**config.mk**
```make
export PLATFORM = sky130hd
export DESIGN_NAME = bit_serial_adder
export DESIGN_NICKNAME = d
export VERILOG_FILES = /design/src/rtl/bit_serial_adder_pkg.sv /design/src/rtl/bit_serial_adder_full_adder.sv /design/src/rtl/bit_serial_adder.sv
export SDC_FILE = /design/constraint.sdc
export NUM_CORES = 1
export LEC_CHECK = 0
export CAP_MARGIN = 20
export CELL_PAD_IN_SITES_DETAIL_PLACEMENT = 1
export CELL_PAD_IN_SITES_GLOBAL_PLACEMENT = 2
export CORE_ASPECT_RATIO = 1.4
export CORE_MARGIN = 2
export CORE_UTILIZATION = 28
export DETAILED_ROUTE_END_ITERATION = 10
export PLACE_DENSITY = 0.76
export SYNTH_ARGS = -nofsm -noshare
export SYNTH_HDL_FRONTEND = slang
export SYNTH_SLANG_ARGS = --single-unit
```
**constraint.sdc**
```tcl
create_clock -name clk -period 1.25 [get_ports clk]
set_input_delay 0.25 -clock clk [delete_from_list [all_inputs] [get_ports clk]]
set_output_delay 0.25 -clock clk [all_outputs]
set_load 0.01 [all_outputs]
```
**src/rtl/bit_serial_adder_pkg.sv**
```systemverilog
// rtl/bit_serial_adder_pkg.sv - shared FSM state type and counter sizing for the bit-serial adder
package bit_serial_adder_pkg;

  typedef enum logic [1:0] {
    IDLE = 2'd0,
    RUN  = 2'd1,
    DONE = 2'd2
  } state_t;

  // Bit counter width: enough to index every bit of the word, never less than one bit
  function automatic int cnt_width(input int w);
    if (w <= 2) return 1;
    return $clog2(w);
  endfunction

endpackage

```
**src/rtl/bit_serial_adder_full_adder.sv**
```systemverilog
// rtl/bit_serial_adder_full_adder.sv - single combinational full-adder cell shared across all bit steps
module full_adder (
  input  logic a,
  input  logic b,
  input  logic ci,
  output logic s,
  output logic co
);

  // Majority for carry, parity for sum
  always_comb begin
    s  = a ^ b ^ ci;
    co = (a & b) | (a & ci) | (b & ci);
  end

endmodule

```
**src/rtl/bit_serial_adder.sv**
```systemverilog
// rtl/bit_serial_adder.sv - bit-serial adder controller; optional overflow output under BIT_SERIAL_ADDER_OVF_EN
module bit_serial_adder
  import bit_serial_adder_pkg::*;
#(
  parameter int WORD_WIDTH = 8
) (
  input  logic                  clk,
  input  logic                  rst,
  input  logic [WORD_WIDTH-1:0] in_a,
  input  logic [WORD_WIDTH-1:0] in_b,
  input  logic                  in_ci,
  input  logic                  in_vld,
  output logic                  in_rd,
  output logic [WORD_WIDTH-1:0] out_s,
  output logic                  out_co,
`ifdef BIT_SERIAL_ADDER_OVF_EN
  output logic                  out_ovf,
`endif
  output logic                  out_vld,
  input  logic                  out_rd
);

  localparam int CW = cnt_width(WORD_WIDTH);
  localparam logic [CW-1:0] LAST = CW'(WORD_WIDTH - 1);

  state_t                  state;
  logic [WORD_WIDTH-1:0]   a_sh;
  logic [WORD_WIDTH-1:0]   b_sh;
  logic [WORD_WIDTH-1:0]   sum_sh;
  logic                    carry;
  logic [CW-1:0]           cnt;
  logic                    fa_s;
  logic                    fa_co;
`ifdef BIT_SERIAL_ADDER_OVF_EN
  logic                    c_msb;
`endif

  full_adder u_fa (
    .a  (a_sh[0]),
    .b  (b_sh[0]),
    .ci (carry),
    .s  (fa_s),
    .co (fa_co)
  );

  // Handshake flags come straight from the state register, no path from in_vld/out_rd
  assign in_rd   = (state == IDLE);
  assign out_vld = (state == DONE);
  assign out_s   = sum_sh;
  assign out_co  = carry;
`ifdef BIT_SERIAL_ADDER_OVF_EN
  assign out_ovf = out_vld & (c_msb ^ carry);
`endif

  // Control FSM with the operand, sum, carry and counter datapath registers
  always_ff @(posedge clk) begin
    if (rst) begin
      state  <= IDLE;
      a_sh   <= '0;
      b_sh   <= '0;
      sum_sh <= '0;
      carry  <= 1'b0;
      cnt    <= '0;
`ifdef BIT_SERIAL_ADDER_OVF_EN
      c_msb  <= 1'b0;
`endif
    end else begin
      case (state)
        IDLE: begin
          if (in_vld) begin
            a_sh  <= in_a;
            b_sh  <= in_b;
            carry <= in_ci;
            cnt   <= '0;
            state <= RUN;
          end
        end
        RUN: begin
          sum_sh <= {fa_s, sum_sh[WORD_WIDTH-1:1]};
          a_sh   <= {1'b0, a_sh[WORD_WIDTH-1:1]};
          b_sh   <= {1'b0, b_sh[WORD_WIDTH-1:1]};
          carry  <= fa_co;
          if (cnt == LAST) begin
            // Counter holds on the final step so it never wraps
`ifdef BIT_SERIAL_ADDER_OVF_EN
            c_msb <= carry;
`endif
            state <= DONE;
          end else begin
            cnt <= cnt + 1'b1;
          end
        end
        DONE: begin
          if (out_rd) state <= IDLE;
        end
        default: state <= IDLE;
      endcase
    end
  end

endmodule
```
# After elaboration in Yosys (flattened, before gate mapping)
# Index checks and enable logic that the tools add are counted.
[word_totals]
out_inout_bits = 11
inputBits = 21
reg_bits = 30
[op_classes]
bitwise = 7
n_reduce_logical = 5
addsub = 1
n_eq_ne = 7
mux = 13
[op_table]
columns = ["operator", "count"]
rows = [
  ["$pmux W8 S2", 2],
  ["$mux W8", 2],
  ["$mux W2", 3],
  ["$mux W3", 2],
  ["$ne A2 B2 Y1 const B", 3],
  ["$pmux W2 S3", 1],
  ["$pmux W3 S2", 1],
  ["$reduce_and A3 Y1", 2],
  ["$add A3 B1 Y3 const B", 1],
  ["$and A1 B1 Y1", 3],
  ["$eq A3 B3 Y1 const B", 1],
  ["$eq A2 B1 Y1 const B", 1],
  ["$eq A2 B2 Y1 const B", 1],
  ["$logic_not A2 Y1", 1],
  ["$ne A2 B1 Y1 const B", 1],
  ["$or A1 B1 Y1", 2],
  ["$pmux W1 S2", 1],
  ["$reduce_and A2 Y1", 1],
  ["$reduce_bool A2 Y1", 1],
  ["$xor A1 B1 Y1", 2],
  ["$mux W1", 1],
]

# Logic depth before layout (Yosys ltp)
# Gate-level depths: netlist of the first run.
[logic_depth]
ltp_word = 4
mapped_depth = 5
mapped_depth_nobuf = 5

# Hierarchy
# A second synthesis of the first run with hierarchy kept.
[unflattened]
hier_cells = 143
hier_area_um2 = 1456.4
[by_module_without_submodules]
columns = ["mod", "area_each_um2", "instances", "seq_area_each_um2", "cells_per_inst"]
rows = [
  ["bit_serial_adder", 1436.4, 1, 600.6, 142],
  ["full_adder", 20.0, 1, 0.0, 1],
]

# Worst setup path before layout of the first run
# No wires, ideal clock.
[synth_path]
path_type = "register -> register"
from = "register cnt[0]"
to = "register cnt[0]"
slack_ns = 0.039
synth_period_minus_slack_ns = 1.211
stages_incl_launch_ff = 6
n_path_buf = 0
arrival_ns = 1.139
path_cell_list = "dfxtp_1 -> ha_1 -> ha_1 -> nor4b_1 -> a31oi_1 -> a21oi_1"
[synth_via]
elab_chain_cells = 3
[synth_rtl]
columns = ["element", "line_no", "rtl"]
rows = [
  ["from (decl)", "bit_serial_adder.sv:31", "logic [CW-1:0] cnt;"],
  ["from (signal assigned)", "bit_serial_adder.sv:90", "cnt <= cnt + 1'b1;"],
  ["$add A3 B1 Y3 / $eq A3 B3 Y1 (equally long branches)", "bit_serial_adder.sv:90, bit_serial_adder.sv:83", ""],
  ["$mux W3 / $ne A2 B2 Y1 (equally long branches)", "-", ""],
  ["$pmux W3 S2 / $reduce_and A3 Y1 (equally long branches)", "-", ""],
]
# Parallel ways exist; a longest one is shown, timed or not. The select of a mux whose other input is x is not followed.
# A chain may end at the register's enable or synchronous reset.

# Final worst setup path of the first run
[layout_path]
from = "register state[0]"
to = "register cnt[0]"
[layout_via]
elab_chain_cells = 3
[layout_rtl]
columns = ["element", "line_no", "rtl"]
rows = [
  ["from (decl)", "bit_serial_adder.sv:26", "state_t state;"],
  ["from (signal assigned)", "bit_serial_adder.sv:58", "state <= IDLE;"],
  ["from (signal assigned)", "bit_serial_adder.sv:75", "state <= RUN;"],
  ["from (signal assigned)", "bit_serial_adder.sv:88", "state <= DONE;"],
  ["$eq A2 B1 Y1 / $logic_not A2 Y1 (equally long branches)", "bit_serial_adder.sv:68", "case (state)"],
  ["$ne A2 B2 Y1 (no line) / $reduce_bool A2 Y1 (equally long branches)", "-", ""],
  ["$reduce_and A3 Y1 (no line)", "-", ""],
]
# Parallel ways exist; a longest one is shown, timed or not.

==> metrics.md, run 1 <==
| Metric | Value |
|---|---|
| Final Hold Vio Count | 0 |
| Data required, critical path | 1.47 ns |
| DRC | 0 |
| Main synth FF type | dfxtp_1 |
| CP bufs+invs | 2 |
| DP Wirelength | 2490 um |
| Syn nets | 167 |
| Synth Warn # | 0 |
| Clock-pin slew on the worst setup and hold paths | 0.07 ns |
| FF+latch count, synth | 30 |
| Commonest non-fill, non-tap cell in the layout | dfxtp_1 |
| Layout cell share with drive strength beyond 1 | 0.392 |
| Num ports | 32 |
| Dpl ws | -0.266 ns |
| Library cells used by synthesis | 25 |
| GR Overflow Total | 0 |
| Clock skew | 0.00731 ns |
| Max-slew headroom | 0.818 |
| Total negative slack | 0 ns |
| Core box area | 5080 sq um |
| CP max stage delay | 0.40 ns |
| Tot GR Track Use | 0.124 |
| Initial antenna violation count | 0 |
| Crit share post-route | 0.995 |
| Cell Area, Synth | 1460 sq um |
| Post-DP Area | 1930 sq um |
| Sequential fraction of the synthesis area | 0.412 |
| Number of max-cap violations | 0 |
| Htree depth | 2 |
| Vias in the first global route | 1246 |
| Final worst slack | 0.00628 ns |
| Drt first pass iters | 2 |
| Initial Util | 0.287 |
| WL per Instance | 13.8 um |
| Die footprint | 5800 sq um |
| Status | finished, final reports clean |
| Worst min path class | reg2reg |
| Unrepaired setup endpoints after global routing | true |
| Worst r2r path cells | 5 |
| CTS tree | yes |
| Post-route design area | 2140 sq um |
| Layout fillers | 607 |
| ANT cells | 0 |
| Antenna Violating Nets Remaining | 0 |
| Largest net degree at the start of global routing | 31 |
| Longest Clk Path Bufs | 2 |
| CTS root buf | clkbuf_8 |
| Post-Route Utilization | 0.420 |
| Startpoint Class | flip-flop |
| Std cell rows | 31 |
| Die H | 89.3 um |
| Vias per cell | 4.62 |
| Fin nets | 212 |
| Slew @ Worst Pin | 0.274 ns |
| Max Fclk | 804 MHz |
| Cells after Synth | 143 |
| # port buffers | 31 |
| Most frequent cells in the layout | 26 x dfxtp_1, 19 x nand2_1, 19 x clkdlybuf4s50_1, 15 x nor2_2, 15 x a211oi_2 |
| Routed WL | 3520 um |
| Crit. End Element | flip-flop |
| Worst path slowest cell | dfxtp_4 |
| Avg Inst Size Synth | 10.2 sq um |
| CP delay by family, top | flip-flops |
| Critical Path Fanout Max | 21 |
| Die Wd | 65.0 um |
| Peak supply drop | 0.000644 V |
| First-pass GRT wire length | 5580 um |
| Worst setup path class | reg2reg |
| Crit path time final | 1.24 ns |
| Routed via count | 1177 |
| Post-synth EDFFs | 0 |
| Final max-slew violation count | 0 |
| Cell Chain, Critical Path | buf_6 > buf_12 > nor4b_2 > a31oi_1 > a21oi_1 |
| CTS buffer count | 5 |
| # clock sinks | 30 |
| Starting DRC count in detailed routing | 60 |
| Clk Latency, worst-skew pair | 0.28 ns |
| Critical path depth | 5 |
| Hold path depth | 2 |
| Hold bufs inserted after CTS | 0 |
| Power density over cell area | 1090 nW/um^2 |
| RD Place Congestion | 0.785 |
| Area growth syn-to-layout | 46.6% |
| FFs w/ async S/R, synth | 0 |
| Pleak | 0.820 nW |
| WP data arrival | 1.46 ns |
| Final setup vio count | 0 |
stage by stage:
step | hold slack (ns) | power (mW) | instances
2_1_floorplan | 0.416 | 1.33 | 143
3_3_place_gp | 0.443 | 1.48 | 244
3_5_place_dp | 0.455 | 1.50 | 244
4_1_cts | 0.461 | 2.35 | 254
5_1_grt | 0.480 | 2.44 | 255
6_report | 0.453 | 2.33 | 255
cell type report:
type	instances	area, sq um	share of cell area
Timing Repair Buffer	50	523	0.245
Tap cell	66	82.6	0.0387
Clock inverter	2	12.5	0.00586
Sequential cell	30	611	0.286
Multi-Input combinational cell	99	817	0.383
Clock buffer	6	82.6	0.0387
Inverter	2	7.51	0.00351
synth_stat cells, types with 3 or more instances:
library cell | number | area (sq um)
dfxtp_1 | 30 | 601
a211oi_2 | 15 | 188
nor2_2 | 15 | 93.8
a31oi_1 | 3 | 18.8
nand3_1 | 4 | 20.0
nand2_1 | 19 | 71.3
nor2_1 | 5 | 18.8
a21oi_1 | 9 | 45.0
mux2i_1 | 16 | 160
buf_4 | 3 | 22.5
clkbuf_1 | 3 | 11.3
metal layers:
layer	vias to the layer above	wire length [um]	GRT usage
met2	29	1810	0.231
li1	590	-	-
met5	-	0	0
met1	555	1510	0.136
met3	3	147	0.0264
met4	0	48	0.0484
final timing paths:
check                 from        to  slack (ns)
setup / recovery  state[0]    cnt[0]       0.006
hold / removal    out_s[0]  out_s[0]        0.45
setup reg to reg  state[0]    cnt[0]       0.006
hold reg to reg   out_s[0]  out_s[0]        0.45
flip-flops by register name, summed over array words and instances, names as in the netlist:
register and count:
a_sh 8, b_sh 8, cnt 3, out_co 1
out_s 8, state 2
repair_timing:
| action | CTS | global route |
|---|---|---|
| gates cloned | 1 | 0 |
| hold endpoints to repair | 0 | 0 |
| setup endpoints to repair | 16 | 21 |
| setup buffers | 1 | 2 |
| pin swaps | 3 | 7 |
| resized for setup | 24 | 21 |
power breakdown:
group	switching, mW	internal, mW
Combinational	0.196	0.250
Sequential	0.0509	1.01
Clock	0.378	0.442
worst min-delay path: cells and delay by family, from the launching register on:
family / cells / cell delay, ns
AO/OA/AOI/OAI: 1 / 0.05
flip-flops: 1 / 0.31
AND/OR/NAND/NOR: 1 / 0.05
logic make-up after synthesis:
kind of cell	after synthesis	share of synthesized area
adders and majority gates	3	0.0309
and+or+nand+nor	48	0.162
muxes	16	0.110
DFF	30	0.412
AOI/OAI and AO/OA	32	0.206
buffers and inverters	14	0.0782
Power figures use the tool's default switching activity.
==> run 2, diff against run 1 <==
--- a/config.mk
+++ b/config.mk
@@ -13,6 +13,7 @@
 export CORE_UTILIZATION = 28
 export DETAILED_ROUTE_END_ITERATION = 10
 export PLACE_DENSITY = 0.76
+export SKIP_CTS_REPAIR_TIMING = 1
 export SYNTH_ARGS = -nofsm -noshare
 export SYNTH_HDL_FRONTEND = slang
 export SYNTH_SLANG_ARGS = --single-unit
==> run 2 against run 1 <==
Against the previous run: maximum frequency increased by 0.60%; total power decreased by 1.1%; critical endpoint is now out_vld; clock-buffer cell count unchanged.
==> metrics.md, run 2 (synthesis gave the netlist of run 1 again) <==
| Metric | Value |
|---|---|
| Status | finished, final reports clean |
| Clock skew | 0.00710 ns (-0.000208 ns) |
| Worst setup path class | reg2out |
| Non-filler instance count after layout | 254 (-0.39%) |
| RD Place Congestion | 0.785 (unchanged) |
| Slew @ Worst Pin | 0.274 ns (+0.000852 ns) |
| Routed via count | 1156 (-1.8%) |
| Setup crit start | state[1] |
| Num ports | 32 (unchanged) |
| Clock-pin slew on the worst setup and hold paths | 0.07 ns (about the same) |
| DRC | 0 (unchanged) |
| Die footprint | 5800 sq um (unchanged) |
| CP delay by family, top | flip-flops |
| Switching share of power | 0.265 (-0.00301) |
| Fin nets | 211 (-0.47%) |
| Reg2Reg Setup Slack | 0.03 ns (+0.02 ns) |
| Clock Power Share | 0.357 (+0.005) |
| Worst min path class | reg2reg |
| Final worst slack | 0.0137 ns (+0.00746 ns) |
| Area growth syn-to-layout | 44.5% |
| CTS buffer count | 5 (unchanged) |
| # port buffers | 31 (unchanged) |
| Total negative slack | 0 ns (unchanged) |
| Psw | 611 uW (-2.2%) |
| WP data arrival | 0.99 ns (-0.47 ns) |
| CTS tree | yes |
| Vias per cell | 4.55 (-1.4%) |
| Crit. End Element | output port |
| Htree depth | 2 (unchanged) |
| WL per Instance | 13.2 um (-4.3%) |
| Initial antenna violation count | 0 (unchanged) |
| Startpoint Class | flip-flop |
| Seq pwr share | 0.460 (+0.003) |
| R2R Path End | b_sh[5] |
| Crit share post-route | 0.989 (-0.00597) |
| Die Wd | 65.0 um (unchanged) |
| Routed WL | 3350 um (-4.7%) |
| Combinational group share of total power | 0.183 (-0.009) |
| Tot GR Track Use | 0.119 (-0.00502) |
| Pleak | 0.943 nW (+15%) |
| Internal power | 1.69 mW (-0.67%) |
| Max-slew headroom | 0.817 (about the same) |
| Data required, critical path | 1.00 ns (-0.47 ns) |
| Worst path slowest cell | dfxtp_2 |
| Die H | 89.3 um (unchanged) |
| ANT cells | 0 (unchanged) |
| R2r startpoint | state[1] |
| Critical Path Sink | out_vld |
| Commonest non-fill, non-tap cell in the layout | dfxtp_1 |
| Vias in the first global route | 1205 (-3.3%) |
| Smallest hold slack | 0.454 ns (+0.000139 ns) |
| Dpl ws | -0.266 ns (unchanged) |
| Number of max-cap violations | 0 (unchanged) |
| CTS root buf | clkbuf_8 |
| Core box area | 5080 sq um (unchanged) |
| Std cell rows | 31 (unchanged) |
| Power density over cell area | 1100 nW/um^2 (+0.39%) |
| DP Wirelength | 2490 um (unchanged) |
| Most frequent cells in the layout | 26 x dfxtp_1, 20 x clkdlybuf4s50_1, 19 x nand2_1, 16 x mux2i_1 |
| Clk Latency, worst-skew pair | 0.28 ns (about the same) |
| Peak supply drop | 0.000639 V (-0.80%) |
| First-pass GRT wire length | 5330 um (-4.5%) |
| Layout cell share with drive strength beyond 1 | 0.351 (-0.0405) |
| Largest net degree at the start of global routing | 31 (unchanged) |
| Final setup vio count | 0 (unchanged) |
| Starting DRC count in detailed routing | 34 (-43%) |
| Cell Chain, Critical Path | nor2b_2 > dlymetal6s2s_1 |
| Final Hold Vio Count | 0 (unchanged) |
| CP bufs+invs | 1 (-1) |
| Antenna Violating Nets Remaining | 0 (unchanged) |
| Drt first pass iters | 4 (+2) |
| Final max-slew violation count | 0 (unchanged) |
| GR Overflow Total | 0 (unchanged) |
| Unrepaired setup endpoints after global routing | true |
| Worst r2r path cells | 5 (unchanged) |
| # clock sinks | 30 (unchanged) |
| CP max stage delay | 0.36 ns (-0.04 ns) |
| Critical path depth | 2 (-3) |
| Initial Util | 0.287 (unchanged) |
| Critical Path Fanout Max | 4 (-81%) |
| Crit path time final | 1.24 ns (-0.00746 ns) |
| Longest Clk Path Bufs | 2 (unchanged) |
| Max Fclk | 809 MHz (+0.60%) |
| Dpl cells | 244 (unchanged) |
[run 2: cell types whose count changed in the layout (fill, tap and decap cells not counted), sizes merged]
cell / change
buf: -4
dlygate4sd2: -10
clkdlybuf4s50: +1
dlymetal6s2s: +10
clkbuf: +2
[run 2: through the flow]
step                      total power [mW]  cell area (sq um)   util
after CTS                             2.33               2020  0.398
after floorplan                       1.33               1460      -
after detailed placement              1.50               1930  0.379
after global routing                  2.41               2100  0.414
final                                 2.30               2100  0.414
after global placement                1.48               1930  0.379
[run 2: layout make-up]
| cell class | count | area, sq um |
|---|---|---|
| fillers | 598 | 2980 |
| multi-input cells | 99 | 764 |
| flip-flops and latches | 30 | 606 |
| repair buffers | 49 | 549 |
| clock buffers | 6 | 82.6 |
| well taps | 66 | 82.6 |
| clock inverters | 2 | 12.5 |
| inverters | 2 | 7.51 |
[run 2: worst min-delay path by stage]
stage,from,to,slack (ns),cells after the start
after floorplan,in_vld,a_sh[7],0.42,2
after global placement,out_s[0],out_s[0],0.44,2
after detailed placement,out_s[0],out_s[0],0.45,2
after CTS,out_s[0],out_s[0],0.46,2
after global routing,out_s[0],out_s[0],0.48,2
final,out_s[0],out_s[0],0.45,2
[run 2: tightest hold or removal path: stages, from the launching register on]
cell and delay (ns):
dfxtp_1 0.31, nand2_1 0.05, a21oi_1 0.05
[run 2: power by group through the flow]
stage / clock (mW) / combinational (mW) / sequential, mW
2_1_floorplan: 0 / 0.255 / 1.07
6_report: 0.824 / 0.422 / 1.06
3_5_place_dp: 0 / 0.418 / 1.08
5_1_grt: 0.884 / 0.458 / 1.07
3_3_place_gp: 0 / 0.406 / 1.08
4_1_cts: 0.852 / 0.420 / 1.06
[run 2: layer usage]
| metal | routed length (um) | GRT usage | vias up | part of all wire |
|---|---|---|---|---|
| met2 | 1750 | 0.219 | 29 | 0.52 |
| li1 | - | - | 584 | - |
| met4 | 48 | 0.0503 | 0 | 0.014 |
| met3 | 136 | 0.0264 | 3 | 0.041 |
| met1 | 1420 | 0.130 | 540 | 0.42 |
| met5 | 0 | 0 | - | 0 |
==> run 3, diff against run 2 <==
--- a/config.mk
+++ b/config.mk
@@ -10,9 +10,9 @@
 export CELL_PAD_IN_SITES_GLOBAL_PLACEMENT = 2
 export CORE_ASPECT_RATIO = 1.4
 export CORE_MARGIN = 2
-export CORE_UTILIZATION = 28
+export CORE_UTILIZATION = 33
 export DETAILED_ROUTE_END_ITERATION = 10
-export PLACE_DENSITY = 0.76
+export PLACE_DENSITY = 0.84
 export SKIP_CTS_REPAIR_TIMING = 1
 export SYNTH_ARGS = -nofsm -noshare
 export SYNTH_HDL_FRONTEND = slang
==> constraint.sdc (replaced) <==
create_clock -name clk -period 1.55 [get_ports clk]
set_input_delay 0.31 -clock clk [delete_from_list [all_inputs] [get_ports clk]]
set_output_delay 0.31 -clock clk [all_outputs]
set_load 0.01 [all_outputs]
==> run 3 against run 2 <==
Against the previous run: clock skew down 0.0022 ns; clock-buffer cell count up 1; setup slack gained 0.042 ns; total power fell by 24%; utilization is 3.7 points higher; cell area is 9.0% lower; critical path type unchanged; critical endpoint is now out_s[5].
==> metrics.md, run 3 (synthesis gave the netlist of run 1 again) <==
| Metric | Value |
|---|---|
| Tot GR Track Use | 0.141 (+0.0223) |
| Clock skew | 0.00495 ns (-0.00215 ns) |
| Post-route design area | 1910 sq um (-9.0%) |
| WP data arrival | 1.18 ns (+0.19 ns) |
| Core box area | 4240 sq um (-17%) |
| ANT cells | 0 (unchanged) |
| CP max stage delay | 0.55 ns (+0.19 ns) |
| Data required, critical path | 1.24 ns (+0.24 ns) |
| Vias per cell | 4.86 (+6.9%) |
| Vias in the first global route | 1134 (-5.9%) |
| Layout cell share with drive strength beyond 1 | 0.257 (-0.0939) |
| Combinational group share of total power | 0.174 (-0.009) |
| Drt first pass iters | 4 (unchanged) |
| # clock sinks | 30 (unchanged) |
| Area growth syn-to-layout | 31.4% |
| Final Hold Vio Count | 0 (unchanged) |
| Max-slew headroom | 0.595 (-0.222) |
| Clock-pin slew on the worst setup and hold paths | 0.06 ns (about the same) |
| Slew @ Worst Pin | 0.607 ns (+0.332 ns) |
| Met3 Use GR | 0.0467 (+0.0203) |
| Crit path time final | 1.49 ns |
| Clk Latency, worst-skew pair | 0.28 ns (about the same) |
| WL per Instance | 13.2 um (+0.44%) |
| # port buffers | 31 (unchanged) |
| Commonest non-fill, non-tap cell in the layout | dfxtp_1 |
| Critical path depth | 1 (-1) |
| Worst min path class | reg2reg |
| CTS tree | yes |
| CTS root buf | clkbuf_8 |
| Num ports | 32 (unchanged) |
| Most frequent cells in the layout | 29 x dfxtp_1, 27 x clkdlybuf4s50_1, 19 x nand2_1, 16 x nor2_2, 16 x mux2i_1 |
| Worst r2r path cells | 5 (unchanged) |
| Layout fillers | 484 (-19%) |
| Routed via count | 1143 (-1.1%) |
| Htree depth | 2 (unchanged) |
| Met1 usage | 0.151 (+0.0212) |
| Internal power | 1.29 mW (-24%) |
| Total negative slack | 0 ns (unchanged) |
| Worst path slowest cell | clkdlybuf4s50_1 |
| Largest net degree at the start of global routing | 31 (unchanged) |
| Pleak | 0.738 nW (-22%) |
| DRC | 0 (unchanged) |
| Initial antenna violation count | 0 (unchanged) |
| Die Wd | 60.1 um (-7.4%) |
| Power density over cell area | 910 nW/um^2 (-17%) |
| Crit share post-route | 0.964 |
| Peak supply drop | 0.000529 V (-17%) |
| Routed WL | 3110 um (-7.1%) |
| Startpoint Class | flip-flop |
| Psw | 454 uW (-26%) |
| CP bufs+invs | 1 (unchanged) |
| Worst setup path class | reg2out |
| Seq pwr share | 0.491 (+0.031) |
| CTS buffer count | 5 (unchanged) |
| Critical Path Fanout Max | 3 (-1) |
| Gr busiest metal | met2 |
| Longest Clk Path Bufs | 2 (unchanged) |
| Initial Util | 0.344 (+0.0569) |
| Hold path depth | 2 (unchanged) |
| Switching share of power | 0.261 (-0.00446) |
| CP delay by family, top | buffers and inverters |
| GR Overflow Total | 0 (unchanged) |
| Final max-slew violation count | 0 (unchanged) |
| RD Place Congestion | 0.745 (-5.1%) |
| Post-DP Area | 1820 sq um (-5.6%) |
| Max Fclk | 669 MHz |
| FF/Latch Area | 602 sq um (-0.62%) |
| Number of max-cap violations | 0 (unchanged) |
| First-pass GRT wire length | 5100 um (-4.4%) |
| Starting DRC count in detailed routing | 30 (-12%) |
| Met2 Resource Use GR | 0.241 (+0.0220) |
| Crit. End Element | output port |
| DP Wirelength | 2200 um (-11%) |
| Antenna Violating Nets Remaining | 0 (unchanged) |
| Final worst slack | 0.0562 ns (+0.0425 ns) |
| Cell Chain, Critical Path | clkdlybuf4s50_1 |
| Clock Power Share | 0.336 (-0.021) |
| Final setup vio count | 0 (unchanged) |
| Dpl ws | 0.0156 ns (+0.282 ns) |
| Unrepaired setup endpoints after global routing | false |
| Std cell rows | 28 (-9.7%) |
| Die footprint | 4970 sq um (-14%) |
| Status | finished, final reports clean |
| Die H | 82.6 um (-7.5%) |
| Fin nets | 199 (-5.7%) |
| Area occupied by multi-input gates | 747 sq um (-2.3%) |
run 3: changes by cell type in the layout (fill, tap and decap cells not counted), moves of 3 or more:
cell / change
dfxtp_2: -3
dlymetal6s2s_1: -6
buf_4: -9
clkdlybuf4s50_1: +7
dfxtp_1: +3
run 3: worst min-delay path, delay by kind of cell (launching register included):
kind,cells,cell delay [ns]
AO/OA/AOI/OAI,1,0.05
flip-flops,1,0.31
AND/OR/NAND/NOR,1,0.05
run 3: per-layer routing:
layer / vias to the layer above / share of wire
li1: 562 / -
met1: 545 / 0.44
met2: 30 / 0.49
met3: 6 / 0.055
met4: 0 / 0.022
met5: - / 0
run 3: layout make-up:
type,instances,share of cell area
clock buffer,7,0.0399
tap,60,0.0392
inverter,2,0.00392
sequential,30,0.314
multi-input combinational,99,0.390
timing repair buffer,37,0.212
run 3: per-stage QoR:
step,instances,power (mW),hold slack (ns),utilization
finish,235,1.74,0.464,0.452
global route,235,1.83,0.497,0.452
CTS,235,1.77,0.465,0.447
detailed placement,228,1.18,0.456,0.429
global placement,228,1.16,0.443,0.429
floorplan,143,1.07,0.454,-
run 3: power groups by stage:
stage / logic [mW] / registers (mW) / clock network, mW
after global placement: 0.295 / 0.868 / 0
after global routing: 0.330 / 0.861 / 0.637
final: 0.302 / 0.855 / 0.585
after detailed placement: 0.308 / 0.871 / 0
after floorplan: 0.206 / 0.866 / 0
after CTS: 0.308 / 0.855 / 0.607
run 3: worst paths after layout:
check | slack, ns | end | from
setup reg to reg | 0.11 | out_co | state[0]
hold / removal | 0.46 | out_s[0] | out_s[0]
hold reg to reg | 0.46 | out_s[0] | out_s[0]
setup / recovery | 0.06 | out_s[5] | out_s[5]
